[src/rtl/pipe_hazard_ctrl_if.sv]
// -----------------------------------------------------------------------------
// pipe_hazard_ctrl_if
//
// Bundles the hazard-detection inputs and the pipeline sequencing outputs of
// pipe_hazard_ctrl.
//
// Modports:
//   master - pipeline side: drives register fields / control bits / mem_busy,
//            receives the enables, flush/bubble controls and status.
//   slave  - the hazard controller itself.
//
// Signals (direction as seen by the controller):
//   if_id_rs, if_id_rt       in   rs/rt fields of the IF/ID instruction
//   id_ex_rd                 in   destination register in ID/EX
//   id_ex_mem_read           in   ID/EX instruction is a load
//   id_ex_reg_write          in   ID/EX instruction writes the register file
//   ex_mem_rd                in   destination register in EX/MEM
//   ex_mem_reg_write         in   EX/MEM instruction writes the register file
//   branch_taken             in   taken branch resolved in EX/MEM
//   mem_busy                 in   data memory not ready this cycle
//   pc_write                 out  PC load enable
//   if_id_write              out  IF/ID load enable
//   if_id_flush              out  IF/ID loads a NOP
//   id_ex_bubble             out  ID/EX control fields forced to 0
//   ex_mem_flush             out  EX/MEM control fields forced to 0
//   pc_sel_branch            out  PC mux selects the branch target
//   pipe_freeze              out  all pipeline registers hold
//   stall_count [CNT_W]      out  saturating count of non-advancing cycles
//   timeout_err              out  sticky memory-wait watchdog error
// -----------------------------------------------------------------------------
interface pipe_hazard_ctrl_if #(
    parameter int unsigned CNT_W = 16
);
    logic [4:0]       if_id_rs;
    logic [4:0]       if_id_rt;
    logic [4:0]       id_ex_rd;
    logic             id_ex_mem_read;
    logic             id_ex_reg_write;
    logic [4:0]       ex_mem_rd;
    logic             ex_mem_reg_write;
    logic             branch_taken;
    logic             mem_busy;

    logic             pc_write;
    logic             if_id_write;
    logic             if_id_flush;
    logic             id_ex_bubble;
    logic             ex_mem_flush;
    logic             pc_sel_branch;
    logic             pipe_freeze;
    logic [CNT_W-1:0] stall_count;
    logic             timeout_err;

    modport master (
        output if_id_rs,
        output if_id_rt,
        output id_ex_rd,
        output id_ex_mem_read,
        output id_ex_reg_write,
        output ex_mem_rd,
        output ex_mem_reg_write,
        output branch_taken,
        output mem_busy,
        input  pc_write,
        input  if_id_write,
        input  if_id_flush,
        input  id_ex_bubble,
        input  ex_mem_flush,
        input  pc_sel_branch,
        input  pipe_freeze,
        input  stall_count,
        input  timeout_err
    );

    modport slave (
        input  if_id_rs,
        input  if_id_rt,
        input  id_ex_rd,
        input  id_ex_mem_read,
        input  id_ex_reg_write,
        input  ex_mem_rd,
        input  ex_mem_reg_write,
        input  branch_taken,
        input  mem_busy,
        output pc_write,
        output if_id_write,
        output if_id_flush,
        output id_ex_bubble,
        output ex_mem_flush,
        output pc_sel_branch,
        output pipe_freeze,
        output stall_count,
        output timeout_err
    );
endinterface

[src/rtl/pipe_hazard_ctrl.sv]
// -----------------------------------------------------------------------------
// pipe_hazard_ctrl
//
// Central stall/flush controller for a 5-stage MIPS pipeline. Handles load-use
// stalls, taken-branch flushes (branch resolved in MEM) and multi-cycle data
// memory waits guarded by a timeout watchdog. Control outputs are combinational
// from the FSM state and the current inputs so they act in the cycle the
// condition is seen.
//
// Configuration macro:
//   FORWARDING_EN - defined: only load-use hazards stall (forwarding covers the
//                   rest). Undefined: any RAW hazard against ID/EX or EX/MEM
//                   stalls until the producer has left those stages.
//
// Parameters:
//   WAIT_TIMEOUT - consecutive mem_busy cycles before timeout_err is raised
//                  (must be >= 1)
//   CNT_W        - width of stall_count; must match the interface's CNT_W
//
// Ports:
//   i_clk  in  pipeline clock
//   i_rst  in  synchronous active-high reset
//   io_hz      pipe_hazard_ctrl_if.slave (hazard inputs, sequencing outputs)
// -----------------------------------------------------------------------------
module pipe_hazard_ctrl #(
    parameter int unsigned WAIT_TIMEOUT = 255,
    parameter int unsigned CNT_W        = 16
) (
    input  logic                     i_clk,
    input  logic                     i_rst,
    pipe_hazard_ctrl_if.slave        io_hz
);

    // Wait counter is at least 8 bits, wider if the timeout needs it.
    localparam int unsigned WCNT_W =
        ($clog2(WAIT_TIMEOUT + 1) > 8) ? $clog2(WAIT_TIMEOUT + 1) : 8;
    localparam logic [WCNT_W-1:0] TIMEOUT_VAL = WCNT_W'(WAIT_TIMEOUT);

    localparam logic [1:0] ST_RUN   = 2'd0;
    localparam logic [1:0] ST_FLUSH = 2'd1;
    localparam logic [1:0] ST_WAIT  = 2'd2;

    logic [1:0]        r_state;
    logic [1:0]        w_state_nxt;
    logic [WCNT_W-1:0] r_wait_cnt;
    logic [WCNT_W-1:0] w_wait_cnt_nxt;
    logic [CNT_W-1:0]  r_stall_cnt;
    logic              r_timeout_err;
    logic              w_timeout_nxt;

    logic              w_pc_write;
    logic              w_if_id_write;
    logic              w_if_id_flush;
    logic              w_id_ex_bubble;
    logic              w_ex_mem_flush;
    logic              w_pc_sel_branch;
    logic              w_pipe_freeze;

    // -------------------------------------------------------------------------
    // Hazard detection
    // -------------------------------------------------------------------------
    logic w_id_ex_match;
    logic w_ex_mem_match;
    logic w_load_use;
    logic w_stall;

    // $zero is never a real producer, so rd==0 never matches.
    assign w_id_ex_match = (io_hz.id_ex_rd != 5'd0) &&
                           ((io_hz.id_ex_rd == io_hz.if_id_rs) ||
                            (io_hz.id_ex_rd == io_hz.if_id_rt));
    assign w_ex_mem_match = (io_hz.ex_mem_rd != 5'd0) &&
                            ((io_hz.ex_mem_rd == io_hz.if_id_rs) ||
                             (io_hz.ex_mem_rd == io_hz.if_id_rt));
    assign w_load_use = io_hz.id_ex_mem_read && w_id_ex_match;

`ifdef FORWARDING_EN
    logic w_unused_fwd;
    assign w_stall      = w_load_use;
    assign w_unused_fwd = io_hz.id_ex_reg_write ^ io_hz.ex_mem_reg_write ^ w_ex_mem_match;
`else
    // Without forwarding every RAW dependency on an in-flight producer stalls;
    // it clears by itself once the producer has drained past EX/MEM.
    assign w_stall = w_load_use ||
                     (io_hz.id_ex_reg_write && w_id_ex_match) ||
                     (io_hz.ex_mem_reg_write && w_ex_mem_match);
`endif

    // -------------------------------------------------------------------------
    // Next-state and control outputs
    // -------------------------------------------------------------------------
    logic w_eval_run;
    logic w_enter_wait;

    always_comb begin
        // Default: normal advancing pipeline.
        w_pc_write      = 1'b1;
        w_if_id_write   = 1'b1;
        w_if_id_flush   = 1'b0;
        w_id_ex_bubble  = 1'b0;
        w_ex_mem_flush  = 1'b0;
        w_pc_sel_branch = 1'b0;
        w_pipe_freeze   = 1'b0;
        w_state_nxt     = r_state;
        w_wait_cnt_nxt  = r_wait_cnt;
        w_eval_run      = 1'b0;
        w_enter_wait    = 1'b0;

        if (i_rst) begin
            w_pc_write     = 1'b0;
            w_if_id_write  = 1'b0;
            w_if_id_flush  = 1'b1;
            w_id_ex_bubble = 1'b1;
            w_ex_mem_flush = 1'b1;
            w_state_nxt    = ST_RUN;
            w_wait_cnt_nxt = '0;
        end else begin
            case (r_state)
                ST_WAIT: begin
                    if (io_hz.mem_busy) begin
                        // branch_taken is ignored: EX/MEM is frozen and the
                        // branch is re-seen once the wait ends.
                        w_pc_write    = 1'b0;
                        w_if_id_write = 1'b0;
                        w_pipe_freeze = 1'b1;
                        if (r_wait_cnt != TIMEOUT_VAL) begin
                            w_wait_cnt_nxt = r_wait_cnt + WCNT_W'(1);
                        end
                    end else begin
                        // The exit cycle already behaves exactly like RUN.
                        w_eval_run = 1'b1;
                    end
                end
                ST_FLUSH: begin
                    // IF/ID holds a NOP and EX/MEM a bubble, so neither
                    // hazard detection nor branch_taken is meaningful here.
                    if (io_hz.mem_busy) begin
                        w_enter_wait = 1'b1;
                    end else begin
                        w_state_nxt = ST_RUN;
                    end
                end
                default: begin
                    w_eval_run = 1'b1;
                end
            endcase

            if (w_eval_run) begin
                w_state_nxt = ST_RUN;
                if (io_hz.branch_taken) begin
                    w_pc_sel_branch = 1'b1;
                    w_if_id_flush   = 1'b1;
                    w_id_ex_bubble  = 1'b1;
                    w_ex_mem_flush  = 1'b1;
                    w_state_nxt     = ST_FLUSH;
                end else if (io_hz.mem_busy) begin
                    w_enter_wait = 1'b1;
                end else if (w_stall) begin
                    // One-cycle stall: the bubble injected into ID/EX removes
                    // the producer from the comparison next cycle.
                    w_pc_write     = 1'b0;
                    w_if_id_write  = 1'b0;
                    w_id_ex_bubble = 1'b1;
                end
            end

            if (w_enter_wait) begin
                w_pc_write     = 1'b0;
                w_if_id_write  = 1'b0;
                w_pipe_freeze  = 1'b1;
                w_wait_cnt_nxt = WCNT_W'(1);
                w_state_nxt    = ST_WAIT;
            end
        end
    end

    // Raised on the edge that ends the WAIT_TIMEOUT-th consecutive busy cycle.
    assign w_timeout_nxt = r_timeout_err ||
                           (w_pipe_freeze && (w_wait_cnt_nxt == TIMEOUT_VAL));

    // -------------------------------------------------------------------------
    // State registers
    // -------------------------------------------------------------------------
    always_ff @(posedge i_clk) begin
        if (i_rst) begin
            r_state       <= ST_RUN;
            r_wait_cnt    <= '0;
            r_stall_cnt   <= '0;
            r_timeout_err <= 1'b0;
        end else begin
            r_state       <= w_state_nxt;
            r_wait_cnt    <= w_wait_cnt_nxt;
            r_timeout_err <= w_timeout_nxt;
            if (!w_pc_write && (r_stall_cnt != {CNT_W{1'b1}})) begin
                r_stall_cnt <= r_stall_cnt + CNT_W'(1);
            end
        end
    end

    // -------------------------------------------------------------------------
    // Outputs
    // -------------------------------------------------------------------------
    assign io_hz.pc_write      = w_pc_write;
    assign io_hz.if_id_write   = w_if_id_write;
    assign io_hz.if_id_flush   = w_if_id_flush;
    assign io_hz.id_ex_bubble  = w_id_ex_bubble;
    assign io_hz.ex_mem_flush  = w_ex_mem_flush;
    assign io_hz.pc_sel_branch = w_pc_sel_branch;
    assign io_hz.pipe_freeze   = w_pipe_freeze;
    assign io_hz.stall_count   = r_stall_cnt;
    assign io_hz.timeout_err   = r_timeout_err;

endmodule

[src/flat_wrapper.sv]
// flat-port wrapper written by rule: the top's interface ports become plain ports
module pipe_hazard_ctrl_flat 
#(
    parameter int unsigned WAIT_TIMEOUT = 255,
    parameter int unsigned CNT_W        = 16
)
  (i_clk, i_rst, io_hz_if_id_rs, io_hz_if_id_rt, io_hz_id_ex_rd, io_hz_id_ex_mem_read, io_hz_id_ex_reg_write, io_hz_ex_mem_rd, io_hz_ex_mem_reg_write, io_hz_branch_taken, io_hz_mem_busy, io_hz_pc_write, io_hz_if_id_write, io_hz_if_id_flush, io_hz_id_ex_bubble, io_hz_ex_mem_flush, io_hz_pc_sel_branch, io_hz_pipe_freeze, io_hz_stall_count, io_hz_timeout_err);
  pipe_hazard_ctrl_if #(.CNT_W(CNT_W)) io_hz_i ();
  input  logic i_clk;
  input  logic i_rst;
  input wire logic [$bits(io_hz_i.if_id_rs)-1:0] io_hz_if_id_rs;
  input wire logic [$bits(io_hz_i.if_id_rt)-1:0] io_hz_if_id_rt;
  input wire logic [$bits(io_hz_i.id_ex_rd)-1:0] io_hz_id_ex_rd;
  input wire logic [$bits(io_hz_i.id_ex_mem_read)-1:0] io_hz_id_ex_mem_read;
  input wire logic [$bits(io_hz_i.id_ex_reg_write)-1:0] io_hz_id_ex_reg_write;
  input wire logic [$bits(io_hz_i.ex_mem_rd)-1:0] io_hz_ex_mem_rd;
  input wire logic [$bits(io_hz_i.ex_mem_reg_write)-1:0] io_hz_ex_mem_reg_write;
  input wire logic [$bits(io_hz_i.branch_taken)-1:0] io_hz_branch_taken;
  input wire logic [$bits(io_hz_i.mem_busy)-1:0] io_hz_mem_busy;
  output wire logic [$bits(io_hz_i.pc_write)-1:0] io_hz_pc_write;
  output wire logic [$bits(io_hz_i.if_id_write)-1:0] io_hz_if_id_write;
  output wire logic [$bits(io_hz_i.if_id_flush)-1:0] io_hz_if_id_flush;
  output wire logic [$bits(io_hz_i.id_ex_bubble)-1:0] io_hz_id_ex_bubble;
  output wire logic [$bits(io_hz_i.ex_mem_flush)-1:0] io_hz_ex_mem_flush;
  output wire logic [$bits(io_hz_i.pc_sel_branch)-1:0] io_hz_pc_sel_branch;
  output wire logic [$bits(io_hz_i.pipe_freeze)-1:0] io_hz_pipe_freeze;
  output wire logic [$bits(io_hz_i.stall_count)-1:0] io_hz_stall_count;
  output wire logic [$bits(io_hz_i.timeout_err)-1:0] io_hz_timeout_err;
  assign io_hz_i.if_id_rs = io_hz_if_id_rs;
  assign io_hz_i.if_id_rt = io_hz_if_id_rt;
  assign io_hz_i.id_ex_rd = io_hz_id_ex_rd;
  assign io_hz_i.id_ex_mem_read = io_hz_id_ex_mem_read;
  assign io_hz_i.id_ex_reg_write = io_hz_id_ex_reg_write;
  assign io_hz_i.ex_mem_rd = io_hz_ex_mem_rd;
  assign io_hz_i.ex_mem_reg_write = io_hz_ex_mem_reg_write;
  assign io_hz_i.branch_taken = io_hz_branch_taken;
  assign io_hz_i.mem_busy = io_hz_mem_busy;
  assign io_hz_pc_write = io_hz_i.pc_write;
  assign io_hz_if_id_write = io_hz_i.if_id_write;
  assign io_hz_if_id_flush = io_hz_i.if_id_flush;
  assign io_hz_id_ex_bubble = io_hz_i.id_ex_bubble;
  assign io_hz_ex_mem_flush = io_hz_i.ex_mem_flush;
  assign io_hz_pc_sel_branch = io_hz_i.pc_sel_branch;
  assign io_hz_pipe_freeze = io_hz_i.pipe_freeze;
  assign io_hz_stall_count = io_hz_i.stall_count;
  assign io_hz_timeout_err = io_hz_i.timeout_err;
  pipe_hazard_ctrl #(.WAIT_TIMEOUT(WAIT_TIMEOUT), .CNT_W(CNT_W)) u_core (.i_clk(i_clk), .i_rst(i_rst), .io_hz(io_hz_i));
endmodule
[config.mk]
export PLATFORM = sky130hd
export DESIGN_NAME = pipe_hazard_ctrl_flat
export DESIGN_NICKNAME = d
export VERILOG_FILES = /design/src/rtl/pipe_hazard_ctrl_if.sv /design/src/rtl/pipe_hazard_ctrl.sv /design/src/flat_wrapper.sv
export SDC_FILE = /design/constraint.sdc
export NUM_CORES = 1
export LEC_CHECK = 0
export CAP_MARGIN = 10
export CELL_PAD_IN_SITES_DETAIL_PLACEMENT = 1
export CELL_PAD_IN_SITES_GLOBAL_PLACEMENT = 2
export CORE_MARGIN = 5
export CORE_UTILIZATION = 28
export CTS_BUF_LIST = sky130_fd_sc_hd__clkbuf_8
export CTS_CLUSTER_DIAMETER = 50
export DETAILED_ROUTE_END_ITERATION = 10
export PLACE_DENSITY = 0.81
export SLEW_MARGIN = 20
export SYNTH_ARGS = -nofsm -noshare
export SYNTH_HDL_FRONTEND = slang
export SYNTH_SLANG_ARGS = --single-unit
[constraint.sdc]
create_clock -name i_clk -period 2.61 [get_ports i_clk]
set_input_delay 0.261 -clock i_clk [delete_from_list [all_inputs] [get_ports i_clk]]
set_output_delay 0.261 -clock i_clk [all_outputs]
set_load 0.01 [all_outputs]
==> run metrics <==
Placeable Area=6310 sq um; Post-Syn Area per Cell=8.26 sq um; hold depth=2; vias in the first global route=1903; Worst slew margin=72.8%; clock input transition at the sequential cells of the worst setup and hold paths=100 ps; Pwr Density=349 nW/um^2; fraction of synthesis flops using an asynchronous set or reset pin=0%; post-synthesis sequential area ratio=29.9%; fraction of the cycle the final worst path needs=96.4%; number of storage elements in the synthesis netlist=27; maximum level of the CTS H-tree=1; hold_buf cts=0; final worst clock skew=4.85 ps; total power=894 uW; Post-DP HPWL=4200 microns; CP max-delay cell=sky130_fd_sc_hd__clkdlybuf4s50_1; I/O Buffers=50; max-slew violation count=0; count of buffer and inverter cells on the critical path=5; filler cell count=786; CP max stage delay=440 ps; CTS Sinks=27; Final min period=2520 ps; maximum ir drop on the vdd rail=0.196 mV; vias per cell=4.98; hold_ws=478 ps; post-synthesis instance area=1810 sq um; number of standard cells after synthesis=219; Hold Violations, Final=0; pin count of the biggest net entering global routing=26; Critical R2R Capture=u_core.io_hz.stall_count[4]; CP required=2780 ps; fraction of final layout cells with drive strength greater than 1=16.8%; Critical Path Start Type=primary input; Boundary Pins=51; Avg WL per Cell=14.3 microns; routability-driven placement congestion ratio=0.813; Post-Syn Nets=248; Hold Path Class=reg2reg; effective utilization at floorplan=28.7%; leak pwr=0.000952 uW; number of standard cells in the layout, taps in and fillers out=363; Max Clock Freq=0.397 GHz; Pre-Repair DR Iteration Count=4; reg2reg setup slack=490 ps; layout-stage area growth over the synthesis result=41.7%; launch point of the worst reg-to-reg path=u_core.io_hz.stall_count[0]; total routing resource utilization after global routing=12.9%; DP Cell Count=357; initial detailed-routing violation count=25; Crit Path Class=in2reg; count of antenna diodes in the layout=0; Clock Tree Root=sky130_fd_sc_hd__clkbuf_8; number of antenna violations at the first check in global routing=0; element type at the critical path end=register; y dimension of the die=90.4 microns; outcome=complete, no violations; launch instance of the worst min-delay path=u_core.io_hz.timeout_err; number of unique standard cell types used by synthesis=50; Yosys warnings=0; DRC errors left=0; largest fanout of any net on the critical path=5; Final Cell Area=2560 sq um; cell type group with the largest total delay on the critical path=buffers and inverters; drt total wl=5190 microns; MaxCap Viol Count=0; Clock Latency Late Sink=270 ps; via count=1806; overall overflow remaining after global route=0; setup repair after global routing missed its margin=yes; worst hold path endpoint=u_core.io_hz.timeout_err; total CTS buffers=3; most frequently used flop master after synthesis=sky130_fd_sc_hd__dfxtp_1; sum of negative setup slack=0 ps; number of placement rows=29; number of flops mapped to enable cells by yosys=0; transition at the pin with the smallest max-transition slack=405 ps; series of cell instances along the critical path=clkdlybuf4s50_1 -> buf_4 -> xor2_1 -> nor3_1 -> a22oi_1 -> o22ai_2 -> buf_4 -> a211oi_4 -> buf_4 -> buf_4 -> nor4b_1 -> mux2_2; CP Data Arrival Time=2690 ps; reg2reg path depth=9; Max clock buf depth=2; wire length of the first global-routing pass=8990 microns; area post-placement=2490 sq um; total die area=8170 sq um; Worst path most repeated cell=sky130_fd_sc_hd__buf_4; NumNets Final=316; clock tree from TritonCTS=yes; setup violators final=0; DIE WIDTH=90.4 microns; antenna violation net count after detailed routing=0
==> registers in the layout, summed over array words and instances, names as in the netlist <==
name,flops
u_core.io_hz.stall_count,16
u_core.r_wait_cnt,8
u_core.r_state,2
u_core.io_hz.timeout_err,1
==> per-stage QoR <==
stage               util [%]  worst slack, ps
floorplan                  -              577
global placement        39.4             -148
detailed placement      39.4             -184
CTS                     40.3            0.705
global route            40.6            -37.4
finish                  40.6             94.0
==> cell usage in the layout, fill, tap and decap left out, drive strengths merged, types with 2 or more instances in the layout <==
cell type	count
nand2	19
buf	21
dlygate4sd2	3
nand4	3
clkdlybuf4s50	46
nor3	13
o21ai	7
o311ai	2
nor2	27
inv	7
and3	6
o21a	2
o31ai	2
o41ai	2
nand3	10
xor2	21
dfxtp	27
or2	2
mux2	7
nor4b	2
xnor2	2
nor4	3
or3	4
a21oi	10
a22oi	2
ha	2
o22ai	2
mux2i	3
clkbuf	3
or4	4
nor2b	8
a311oi	2
==> metal layers <==
layer / vias to the layer above / routed length (microns) / part of all wire [%] / global-route usage, %
li1: 918 / - / - / -
met3: 2 / 355 / 6.8 / 3.25
met1: 847 / 2290 / 44 / 15.6
met2: 39 / 2500 / 48 / 22.7
met4: 0 / 44 / 0.85 / 2.98
met5: - / 0 / 0 / 0
==> cells in the mapped netlist (4+ instances only) <==
| cell | count | area, sq um |
|---|---|---|
| sky130_fd_sc_hd__a21oi_1 | 9 | 45.0 |
| sky130_fd_sc_hd__and3_1 | 6 | 37.5 |
| sky130_fd_sc_hd__dfxtp_1 | 27 | 541 |
| sky130_fd_sc_hd__inv_1 | 6 | 22.5 |
| sky130_fd_sc_hd__mux2_4 | 4 | 60.1 |
| sky130_fd_sc_hd__nand2_1 | 19 | 71.3 |
| sky130_fd_sc_hd__nand3_1 | 10 | 50.1 |
| sky130_fd_sc_hd__nor2_1 | 26 | 97.6 |
| sky130_fd_sc_hd__nor2b_1 | 8 | 50.1 |
| sky130_fd_sc_hd__nor3_1 | 10 | 50.1 |
| sky130_fd_sc_hd__or3_1 | 4 | 25.0 |
| sky130_fd_sc_hd__or4_1 | 4 | 30.0 |
| sky130_fd_sc_hd__xor2_1 | 21 | 184 |
==> final cells by class <==
cell class	instances	area, sq um	area share, %
Multi-Input combinational cell	178	1200	46.9
Timing Repair Buffer	71	657	25.6
Sequential cell	27	541	21.1
Tap cell	77	96.3	3.76
Clock buffer	3	41.3	1.61
Inverter	6	22.5	0.878
Clock inverter	1	3.75	0.146
==> tightest hold or removal path, stage by stage, from the launching register on <==
cell and delay, ps:
sky130_fd_sc_hd__dfxtp_1 320, sky130_fd_sc_hd__inv_1 50, sky130_fd_sc_hd__o32ai_1 70
==> worst max path at each step <==
stage	startpoint	to	slack, ps	cells after the start
floorplan	io_hz_ex_mem_rd[0]	io_hz_pc_write	580	7
global placement	io_hz_ex_mem_rd[0]	io_hz_pc_write	-150	6
detailed placement	io_hz_ex_mem_rd[3]	u_core.io_hz.stall_count[6]	-180	10
CTS	io_hz_ex_mem_rd[3]	u_core.io_hz.stall_count[6]	0.7	12
global route	io_hz_ex_mem_rd[3]	u_core.io_hz.stall_count[4]	-40	12
finish	io_hz_ex_mem_rd[3]	u_core.io_hz.stall_count[4]	90	12
==> power by group <==
part | switching [uW] | leakage [uW] | internal, uW
clock network | 138 | 0.0000269 | 106
registers | 11.1 | 0.000219 | 421
logic | 100 | 0.000707 | 118
==> what timing repair did <==
item                                    4_1_cts  5_1_grt
resized for setup                             3        4
pin swaps                                     2        0
buffers inserted                              2        0
endpoints found under the setup margin        3        9
==> cell families after synthesis <==
| group | count (synthesis) | share of synthesized area, % |
|---|---|---|
| multiplexers | 10 | 6.85 |
| buffers and inverters | 14 | 4.56 |
| flip-flops | 27 | 29.9 |
| adder cells (fa/ha/maj) | 2 | 1.38 |
| XOR/XNOR | 23 | 11.1 |
| AO/OA/AOI/OAI | 37 | 15.7 |
| AND/OR/NAND/NOR | 106 | 30.5 |
Power figures use the tool's default switching activity.
